### src/rtl/memlibc_mbist_ctrl_scheduler.sv
// Sequences memory BIST controllers one at a time: reset release, settle, start, wait, retire.
// Ports: clk/rst (sync, active-high), start, ctrl_en/done/fail in; ctrl_rn/start, busy/done/pass, fail_vec/timeout_vec out.
// Optional watchdog in WAIT enabled by defining MEMLIBC_MBIST_SCHED_TIMEOUT_EN.
module memlibc_mbist_ctrl_scheduler #(
    parameter int unsigned NUM_CTRL      = 4,
    parameter int unsigned SETTLE_CYCLES = 4,
    parameter int unsigned TIMEOUT_W     = 16
) (
    input  logic                clk,
    input  logic                rst,
    input  logic                start,
    input  logic [NUM_CTRL-1:0] ctrl_en,
    input  logic [NUM_CTRL-1:0] ctrl_done,
    input  logic [NUM_CTRL-1:0] ctrl_fail,
    output logic [NUM_CTRL-1:0] ctrl_rn,
    output logic [NUM_CTRL-1:0] ctrl_start,
    output logic                busy,
    output logic                done,
    output logic                pass,
    output logic [NUM_CTRL-1:0] fail_vec,
    output logic [NUM_CTRL-1:0] timeout_vec
);

    localparam int unsigned IDX_W = (NUM_CTRL > 1) ? $clog2(NUM_CTRL) : 1;
    localparam logic [7:0] SETTLE_LAST = 8'(SETTLE_CYCLES - 1);

    typedef enum logic [2:0] {
        IDLE,
        RELEASE,
        LAUNCH,
        WAIT,
        RETIRE,
        FINISH
    } state_t;

    state_t              state, state_d;
    logic [IDX_W-1:0]    idx, idx_d;
    logic [NUM_CTRL-1:0] en_q, en_d;
    logic [7:0]          settle_cnt, settle_d;
    logic                start_q;
    logic                start_rise;
    logic [NUM_CTRL-1:0] fail_d;
    logic                done_d, pass_d;
    logic [NUM_CTRL-1:0] rn_d, st_d;
    logic [IDX_W-1:0]    first_idx, next_idx;
    logic                first_any, next_any;

    assign start_rise = start & ~start_q;
    assign busy       = (state != IDLE);

`ifdef MEMLIBC_MBIST_SCHED_TIMEOUT_EN
    logic [TIMEOUT_W-1:0] wd_cnt, wd_d;
    logic [NUM_CTRL-1:0]  tmo_q, tmo_d;

    assign timeout_vec = tmo_q;

    always_ff @(posedge clk) begin
        if (rst) begin
            wd_cnt <= '0;
            tmo_q  <= '0;
        end else begin
            wd_cnt <= wd_d;
            tmo_q  <= tmo_d;
        end
    end
`else
    // No watchdog: WAIT blocks until the indexed controller reports done.
    logic unused_tw;
    assign unused_tw   = (TIMEOUT_W > 0);
    assign timeout_vec = '0;
`endif

    // Lowest enabled controller in the live mask (used at launch).
    always_comb begin
        first_idx = '0;
        first_any = 1'b0;
        for (int i = NUM_CTRL - 1; i >= 0; i--) begin
            if (ctrl_en[i]) begin
                first_idx = IDX_W'(i);
                first_any = 1'b1;
            end
        end
    end

    // Next enabled controller above the current one in the latched mask.
    always_comb begin
        next_idx = '0;
        next_any = 1'b0;
        for (int i = NUM_CTRL - 1; i >= 0; i--) begin
            if (en_q[i] && (i > int'(idx))) begin
                next_idx = IDX_W'(i);
                next_any = 1'b1;
            end
        end
    end

    always_comb begin
        state_d  = state;
        idx_d    = idx;
        en_d     = en_q;
        settle_d = '0;
        fail_d   = fail_vec;
        done_d   = done;
        pass_d   = pass;
`ifdef MEMLIBC_MBIST_SCHED_TIMEOUT_EN
        wd_d     = '0;
        tmo_d    = tmo_q;
`endif
        unique case (state)
            IDLE: begin
                if (start_rise) begin
                    en_d    = ctrl_en;
                    fail_d  = '0;
                    done_d  = 1'b0;
                    pass_d  = 1'b0;
                    idx_d   = first_idx;
                    state_d = first_any ? RELEASE : FINISH;
`ifdef MEMLIBC_MBIST_SCHED_TIMEOUT_EN
                    tmo_d   = '0;
`endif
                end
            end
            RELEASE: begin
                if (settle_cnt == SETTLE_LAST) begin
                    state_d = LAUNCH;
                end else begin
                    settle_d = settle_cnt + 8'd1;
                end
            end
            LAUNCH: begin
                state_d = WAIT;
            end
            WAIT: begin
                if (ctrl_done[idx]) begin
                    fail_d[idx] = ctrl_fail[idx];
                    state_d     = RETIRE;
                end
`ifdef MEMLIBC_MBIST_SCHED_TIMEOUT_EN
                else if (&wd_cnt) begin
                    tmo_d[idx] = 1'b1;
                    state_d    = RETIRE;
                end else begin
                    wd_d = wd_cnt + TIMEOUT_W'(1);
                end
`endif
            end
            RETIRE: begin
                if (next_any) begin
                    idx_d   = next_idx;
                    state_d = RELEASE;
                end else begin
                    state_d = FINISH;
                end
            end
            FINISH: begin
                done_d  = 1'b1;
                pass_d  = ~|(fail_vec | timeout_vec);
                state_d = IDLE;
            end
            default: state_d = IDLE;
        endcase
    end

    // Controller outputs are registered from the next state so reset
    // release and start pulse line up with the state they belong to.
    always_comb begin
        rn_d = '0;
        st_d = '0;
        if (state_d == RELEASE || state_d == LAUNCH || state_d == WAIT) begin
            rn_d[idx_d] = 1'b1;
        end
        if (state_d == LAUNCH) begin
            st_d[idx_d] = 1'b1;
        end
    end

    always_ff @(posedge clk) begin
        if (rst) begin
            state      <= IDLE;
            idx        <= '0;
            en_q       <= '0;
            settle_cnt <= '0;
            start_q    <= 1'b0;
            fail_vec   <= '0;
            done       <= 1'b0;
            pass       <= 1'b0;
            ctrl_rn    <= '0;
            ctrl_start <= '0;
        end else begin
            state      <= state_d;
            idx        <= idx_d;
            en_q       <= en_d;
            settle_cnt <= settle_d;
            start_q    <= start;
            fail_vec   <= fail_d;
            done       <= done_d;
            pass       <= pass_d;
            ctrl_rn    <= rn_d;
            ctrl_start <= st_d;
        end
    end

endmodule

### config.mk
export PLATFORM = sky130hd
export DESIGN_NAME = memlibc_mbist_ctrl_scheduler
export DESIGN_NICKNAME = d
export VERILOG_FILES = /design/src/rtl/memlibc_mbist_ctrl_scheduler.sv
export SDC_FILE = /design/constraint.sdc
export NUM_CORES = 1
export LEC_CHECK = 0
export ABC_AREA = 1
export CAP_MARGIN = 20
export CORE_UTILIZATION = 35
export CTS_CLUSTER_DIAMETER = 50
export CTS_CLUSTER_SIZE = 10
export DETAILED_ROUTE_END_ITERATION = 10
export GPL_TIMING_DRIVEN = 1
export MAX_ROUTING_LAYER = met4
export PLACE_DENSITY_LB_ADDON = 0.15
export SLEW_MARGIN = 0
export SYNTH_ARGS = -nofsm -noshare
export SYNTH_HDL_FRONTEND = slang
export SYNTH_SLANG_ARGS = --single-unit
### constraint.sdc
create_clock -name clk -period 1.79 [get_ports clk]
set_clock_uncertainty 0.1 [all_clocks]
set_input_delay 0.358 -clock clk [delete_from_list [all_inputs] [get_ports clk]]
set_output_delay 0.358 -clock clk [all_outputs]
set_load 0.03 [all_outputs]
==> results.yml, run 1 <==
outcome:
  status: "finished clean"
global_routing:
  grt_pass1_vias: 1221
  antenna_found_initial: 0
  overflow: 0
  grt_pass1_wl_um: 5140
  grt_max_degree: 11
  grt_usage: 0.162
cts:
  cts_buffers: 5
  clk_pin_slew_ns: 0.07
  post_cts_buffers: 0
  clock_latency_ns: 0.29
  clock-sinks: 31
  cts_tree: "done"
  cts_buffer_depth: 2
  cts-root-buf: "clkbuf_8"
  htreeDepth: 2
place:
  hpwl_um: 2340
  io_buffers: 29
  gp_congestion: 0.811
  pre_cts_ws_ns: -0.108
drt:
  via_count: 1358
  antenna_left: 0
  vias_per_cell: 4.54
  avgRoutedWirePerCell_um: 10.3
  drtIter0Drc: 68
  wl_um: 3080
  dr.pass1.iters: 5
  drc: 0
yosys:
  synth_area_leaders: "dfxtp_1, nand2_1, inv_1, nor2_1, nand3_1"
  yosys_warnings: 0
  avgSynthCellArea_sq_um: 7.00
  synthDistinctLibCells: 27
  ys_ff_latch: 31
  synth_area_leader_cell: "dfxtp_1"
  syn_area_sq_mm: 0.00146
  seq_area_frac_synth: 0.424
  netlist_instances: 209
  synth.top_cell.area_share: 0.424
floorplan:
  dieWidth_um: 66.7
  ios: 34
  core_sq_mm: 0.00400
  start_util: 0.366
  row_count: 23
  die_h_um: 66.7
  dieArea_sq_mm: 0.00444
setup_path:
  cpLargestDelayFamily: "buffers and inverters"
  max_stage_delay_ns: 0.67
  critical_path_buf_inv_count: 1
  crit_type: "flip-flop to output port"
  critPathSlowestCell: "clkdlybuf4s50_1"
  crit_fanout: 2
  cp.required_ns: 1.33
  arrival_ns: 1.28
  crit_chain: "clkdlybuf4s50_1"
  cp-start-kind: "flip-flop"
  worst_setup_path_end_kind: "output port"
timing:
  finalSetupViolCount: 0
  rsz0062_at_grt: "false"
  timing.fmax_mhz: 574
  period_minus_slack_ns: 1.74
  setup_slack_ns: 0.0487
  finalCritPeriodShare: 0.973
  hold_viol: 0
  fin_tns_setup_ns: 0
  slew_viol_final: 0
flow_run:
  max_cap_violations: 0
layout:
  area_growth_pct: 32.9
  drive_gt1_frac: 0.129
  post-route-util: 0.486
  antenna_cells: 0
  num-nets-final: 264
power_and_ir_drop:
  p_leak_nw: 0.909
  vdd_drop_max_mv: 0.613
  power_mw: 1.71
  pwr_density_cell_mw_per_mm2: 880
hold_path:
  min_path_type: "flip-flop to flip-flop"
cell usage in the layout, fill, tap and decap left out, drive strengths merged:
cell type | netlist | layout
a21oi | 14 | 14
buf | 5 | 7
bufinv | 0 | 1
clkbuf | 1 | 6
clkdlybuf4s50 | 0 | 24
clkinv | 1 | 2
conb | 1 | 4
dfxtp | 31 | 31
dlygate4sd2 | 0 | 3
dlymetal6s2s | 0 | 1
ha | 1 | 1
inv | 27 | 27
nand2 | 55 | 55
nand3 | 16 | 16
nand3b | 2 | 2
nand4 | 3 | 3
nor2 | 29 | 29
nor3 | 3 | 3
nor4 | 1 | 1
o21a | 2 | 2
o21ai | 11 | 11
o31ai | 2 | 2
or2 | 2 | 2
xnor2 | 1 | 1
xor2 | 1 | 1
through the flow:
| step | hold slack (ns) | cells | instance area [sq um] |
|---|---|---|---|
| after floorplan | 0.327 | 212 | 1480 |
| after global placement | 0.342 | 291 | 1830 |
| after detailed placement | 0.354 | 291 | 1830 |
| after CTS | 0.364 | 299 | 1940 |
| after global routing | 0.396 | 299 | 1950 |
| final | 0.360 | 299 | 1950 |
logic make-up after synthesis:
logic type	Yosys count	share of synthesized area
AOI/OAI and AO/OA	29	0.106
xor gates and xnor gates	2	0.0120
adders and majority gates	1	0.00855
buffers and inverters	34	0.101
DFF	31	0.424
other	1	0.00256
and+or+nand+nor	111	0.346
tightest hold or removal path: stages (launching register included):
cell and delay [ns]:
dfxtp_1 0.31, nand2_1 0.06, a21oi_1 0.05
registers in the layout, indices dropped and copies added (netlist names):
name	cells
fail_vec	4
done	1
en_q	3
ctrl_rn	4
ctrl_start	4
start_q	1
state	3
pass	1
idx	2
settle_cnt	8
Yosys cell counts (all sizes together):
cell type and n:
nand3 16, a21oi 14, o21ai 11, nand4 3, nor2 29, xnor2 1, clkinv 1, buf 5
clkbuf 1, nor4 1, o31ai 2, o21a 2, ha 1, conb 1, dfxtp 31, xor2 1
nand3b 2, or2 2, nor3 3, inv 27, nand2 55
worst paths after layout:
kind | startpoint | endpoint | slack, ns | cells after the start
worst max register to register | idx[0]$_SDFF_PP0_ | ctrl_rn[1]$_SDFF_PP0_ | 0.24 | 10
worst min-delay path | done$_SDFFE_PP0P_ | done$_SDFFE_PP0P_ | 0.36 | 2
worst min register to register | done$_SDFFE_PP0P_ | done$_SDFFE_PP0P_ | 0.36 | 2
worst max-delay path | pass$_SDFFE_PP0P_ | pass | 0.05 | 1
final cells by class:
cell class	count	area [sq um]
timing repair buffer	35	332
clock inverter	2	35.0
fill	417	2050
multi-input combinational	147	707
clock buffer	6	82.6
inverter	28	106
sequential	31	621
tap	50	62.6
report_power, final:
| group | leakage [nW] | switching, mW | internal [mW] |
|---|---|---|---|
| registers | 0.252 | 0.0219 | 0.715 |
| logic | 0.596 | 0.157 | 0.106 |
| clock network | 0.0612 | 0.262 | 0.450 |
metal layers:
metal	share of wire	up-vias	GRT usage
met3	0.060	6	0.0582
met1	0.49	586	0.192
met2	0.43	35	0.247
met4	0.018	0	0.0638
met5	0	-	-
li1	-	731	-
repair_timing:
action / in CTS / in global routing
hold buffers: 0 / 0
setup endpoints to repair: 3 / 1
pin swaps: 0 / 0
resized for setup: 3 / 1
No activity file was read; power rests on OpenSTA's default activity.
==> run 2: changes to the inputs <==
- PLACE_DENSITY: not set -> 0.63
- PLACE_DENSITY_LB_ADDON: 0.15 -> not set
==> run 2 against run 1 <==
Compared with the run above:
- critical path depth is the same
- sequential share of layout area grew 0.29 points
- hold slack lost 0.0033 ns
- sequential power is essentially flat
- via count is the same
- maximum frequency grew 0.59%
- clock-buffer cell count grew 1
- utilization shrank 0.44 points
==> results.yml, run 2 (synthesis gave the netlist of run 1 again) <==
setup_path:
  crit_chain: "clkdlybuf4s50_1"
  crit_cells: 1
  crit_type: "flip-flop to output port"
  cpLargestDelayFamily: "buffers and inverters"
  critPathSlowestCell: "clkdlybuf4s50_1"
  critPathLaunch: "pass$_SDFFE_PP0P_"
  cp-start-kind: "flip-flop"
  r2r_slack_ns: 0.23
  crit_fanout: 2
  max_stage_delay_ns: 0.67
  arrival_ns: 1.27
  critical_path_buf_inv_count: 1
  cp.required_ns: 1.33
  r2r-end: "ctrl_rn[2]$_SDFF_PP0_"
  endpoint: "pass"
  r2r_start: "settle_cnt[0]$_SDFF_PP0_"
  rr_worst_depth: 10
  worst_setup_path_end_kind: "output port"
layout:
  area_growth_pct: 31.7
  antenna_cells: 0
  largest_reg_flops: 8
  num-fill-cells: 420
  drive_gt1_frac: 0.125
  fin_area_sq_mm: 0.00193
  num-nets-final: 263
  final_cells: 298
  multi_input_area_sq_um: 707
  layout_common_cells: "nand2_1, dfxtp_1, inv_1, nor2_1, clkdlybuf4s50_1"
  post-route-util: 0.482
  largest_register: "settle_cnt"
  seq_area_sq_um: 621
  layout_commonest_cell: "nand2_1"
timing:
  fin_tns_setup_ns: 0
  finalSetupViolCount: 0
  slew_viol_final: 0
  finalCritPeriodShare: 0.967
  hold_slack_ns: 0.356
  rsz0062_at_grt: "false"
  timing.fmax_mhz: 578
  hold_viol: 0
  setup_slack_ns: 0.0588
  period_minus_slack_ns: 1.73
place:
  io_buffers: 29
  dp.cells: 290
  hpwl_um: 2320
  gp_congestion: 0.827
  placed_area_sq_mm: 0.00182
  pre_cts_ws_ns: -0.0972
global_routing:
  met3_usage: 0.0377
  met1_usage: 0.193
  grt_usage: 0.159
  grt_max_degree: 11
  grt_pass1_vias: 1239
  overflow: 0
  use_met2: 0.245
  grt.busiest_layer: "met2"
  grt_pass1_wl_um: 5130
  antenna_found_initial: 0
floorplan:
  die_h_um: 66.7
  ios: 34
  row_count: 23
  core_sq_mm: 0.00400
  start_util: 0.366
  dieWidth_um: 66.7
  dieArea_sq_mm: 0.00444
drt:
  wl_um: 3030
  drc: 0
  antenna_left: 0
  drtIter0Drc: 67
  vias_per_cell: 4.56
  avgRoutedWirePerCell_um: 10.2
  dr.pass1.iters: 4
  via_count: 1358
flow_run:
  max_cap_violations: 0
power_and_ir_drop:
  comb_power_share: 0.163
  p_seq_frac: 0.461
  pwr_density_cell_mw_per_mm2: 830
  power.switching_uw: 432
  sw_frac_of_total: 0.270
  intPower_mw: 1.17
  vdd_drop_max_mv: 0.518
  p_clk_frac: 0.377
  power_mw: 1.60
  p_leak_nw: 0.908
cts:
  clock-sinks: 31
  hold_buffers: 0
  cts_tree: "done"
  htreeDepth: 2
  clock_latency_ns: 0.28
  cts_buffers: 5
  cts-root-buf: "clkbuf_8"
  clk_pin_slew_ns: 0.07
  post_cts_buffers: 0
  cts-resized-gates: 2
  cts_buffer_depth: 2
hold_path:
  min_path_type: "flip-flop to flip-flop"
outcome:
  status: "finished clean"
==> run 2: cell types whose count changed in the layout (fill, tap and decap cells not counted) <==
cell            change
clkbuf_8            +1
dlymetal6s2s_1      +1
buf_4               -1
dlygate4sd2_1       -1
bufinv_16           -1
clkinv_2            -1
clkinvlp_4          +1
==> run 2: routing by layer <==
metal / up-vias / routed length (um)
met5: - / 0
met4: 0 / 55
met3: 5 / 162
met2: 25 / 1330
met1: 598 / 1480
li1: 730 / -
==> run 2: layout make-up <==
cell class / count / share of cell area
Clock inverter: 1 / 0.00389
Sequential cell: 31 / 0.322
Inverter: 28 / 0.0552
Multi-Input combinational cell: 147 / 0.367
Tap cell: 50 / 0.0324
Timing Repair Buffer: 34 / 0.170
Clock buffer: 7 / 0.0500
==> run 2: power groups by stage <==
| stage | Clock (mW) | Combinational (mW) | Sequential, mW |
|---|---|---|---|
| 3_3_place_gp | 0 | 0.262 | 0.753 |
| 3_5_place_dp | 0 | 0.263 | 0.752 |
| 4_1_cts | 0.626 | 0.263 | 0.738 |
| 2_1_floorplan | 0 | 0.167 | 0.761 |
| 5_1_grt | 0.651 | 0.295 | 0.741 |
| 6_report | 0.603 | 0.260 | 0.737 |
==> run 2: worst min path at each step <==
stage                             startpoint  cells after the start                       end
global placement    settle_cnt[0]$_SDFF_PP0_                      1  settle_cnt[0]$_SDFF_PP0_
detailed placement         done$_SDFFE_PP0P_                      2         done$_SDFFE_PP0P_
global route               done$_SDFFE_PP0P_                      2         done$_SDFFE_PP0P_
floorplan                                rst                      1         done$_SDFFE_PP0P_
finish                     done$_SDFFE_PP0P_                      2         done$_SDFFE_PP0P_
CTS                        done$_SDFFE_PP0P_                      2         done$_SDFFE_PP0P_
==> run 2: worst register-to-register path, cell delays in order (launching register included) <==
cell	delay, ns
dfxtp_1	0.38
ha_1	0.20
nand2_1	0.08
nor2_1	0.14
nand2_1	0.08
nand2_1	0.08
nand3_1	0.09
nand2_1	0.09
nand2_1	0.07
nand2_2	0.09
nor2_1	0.05
==> run 3: changes to the inputs <==
- GPL_ROUTABILITY_DRIVEN: not set -> 1
==> results of run 3 <==
Final layout, timing and power as in run 2 (identical DEF).
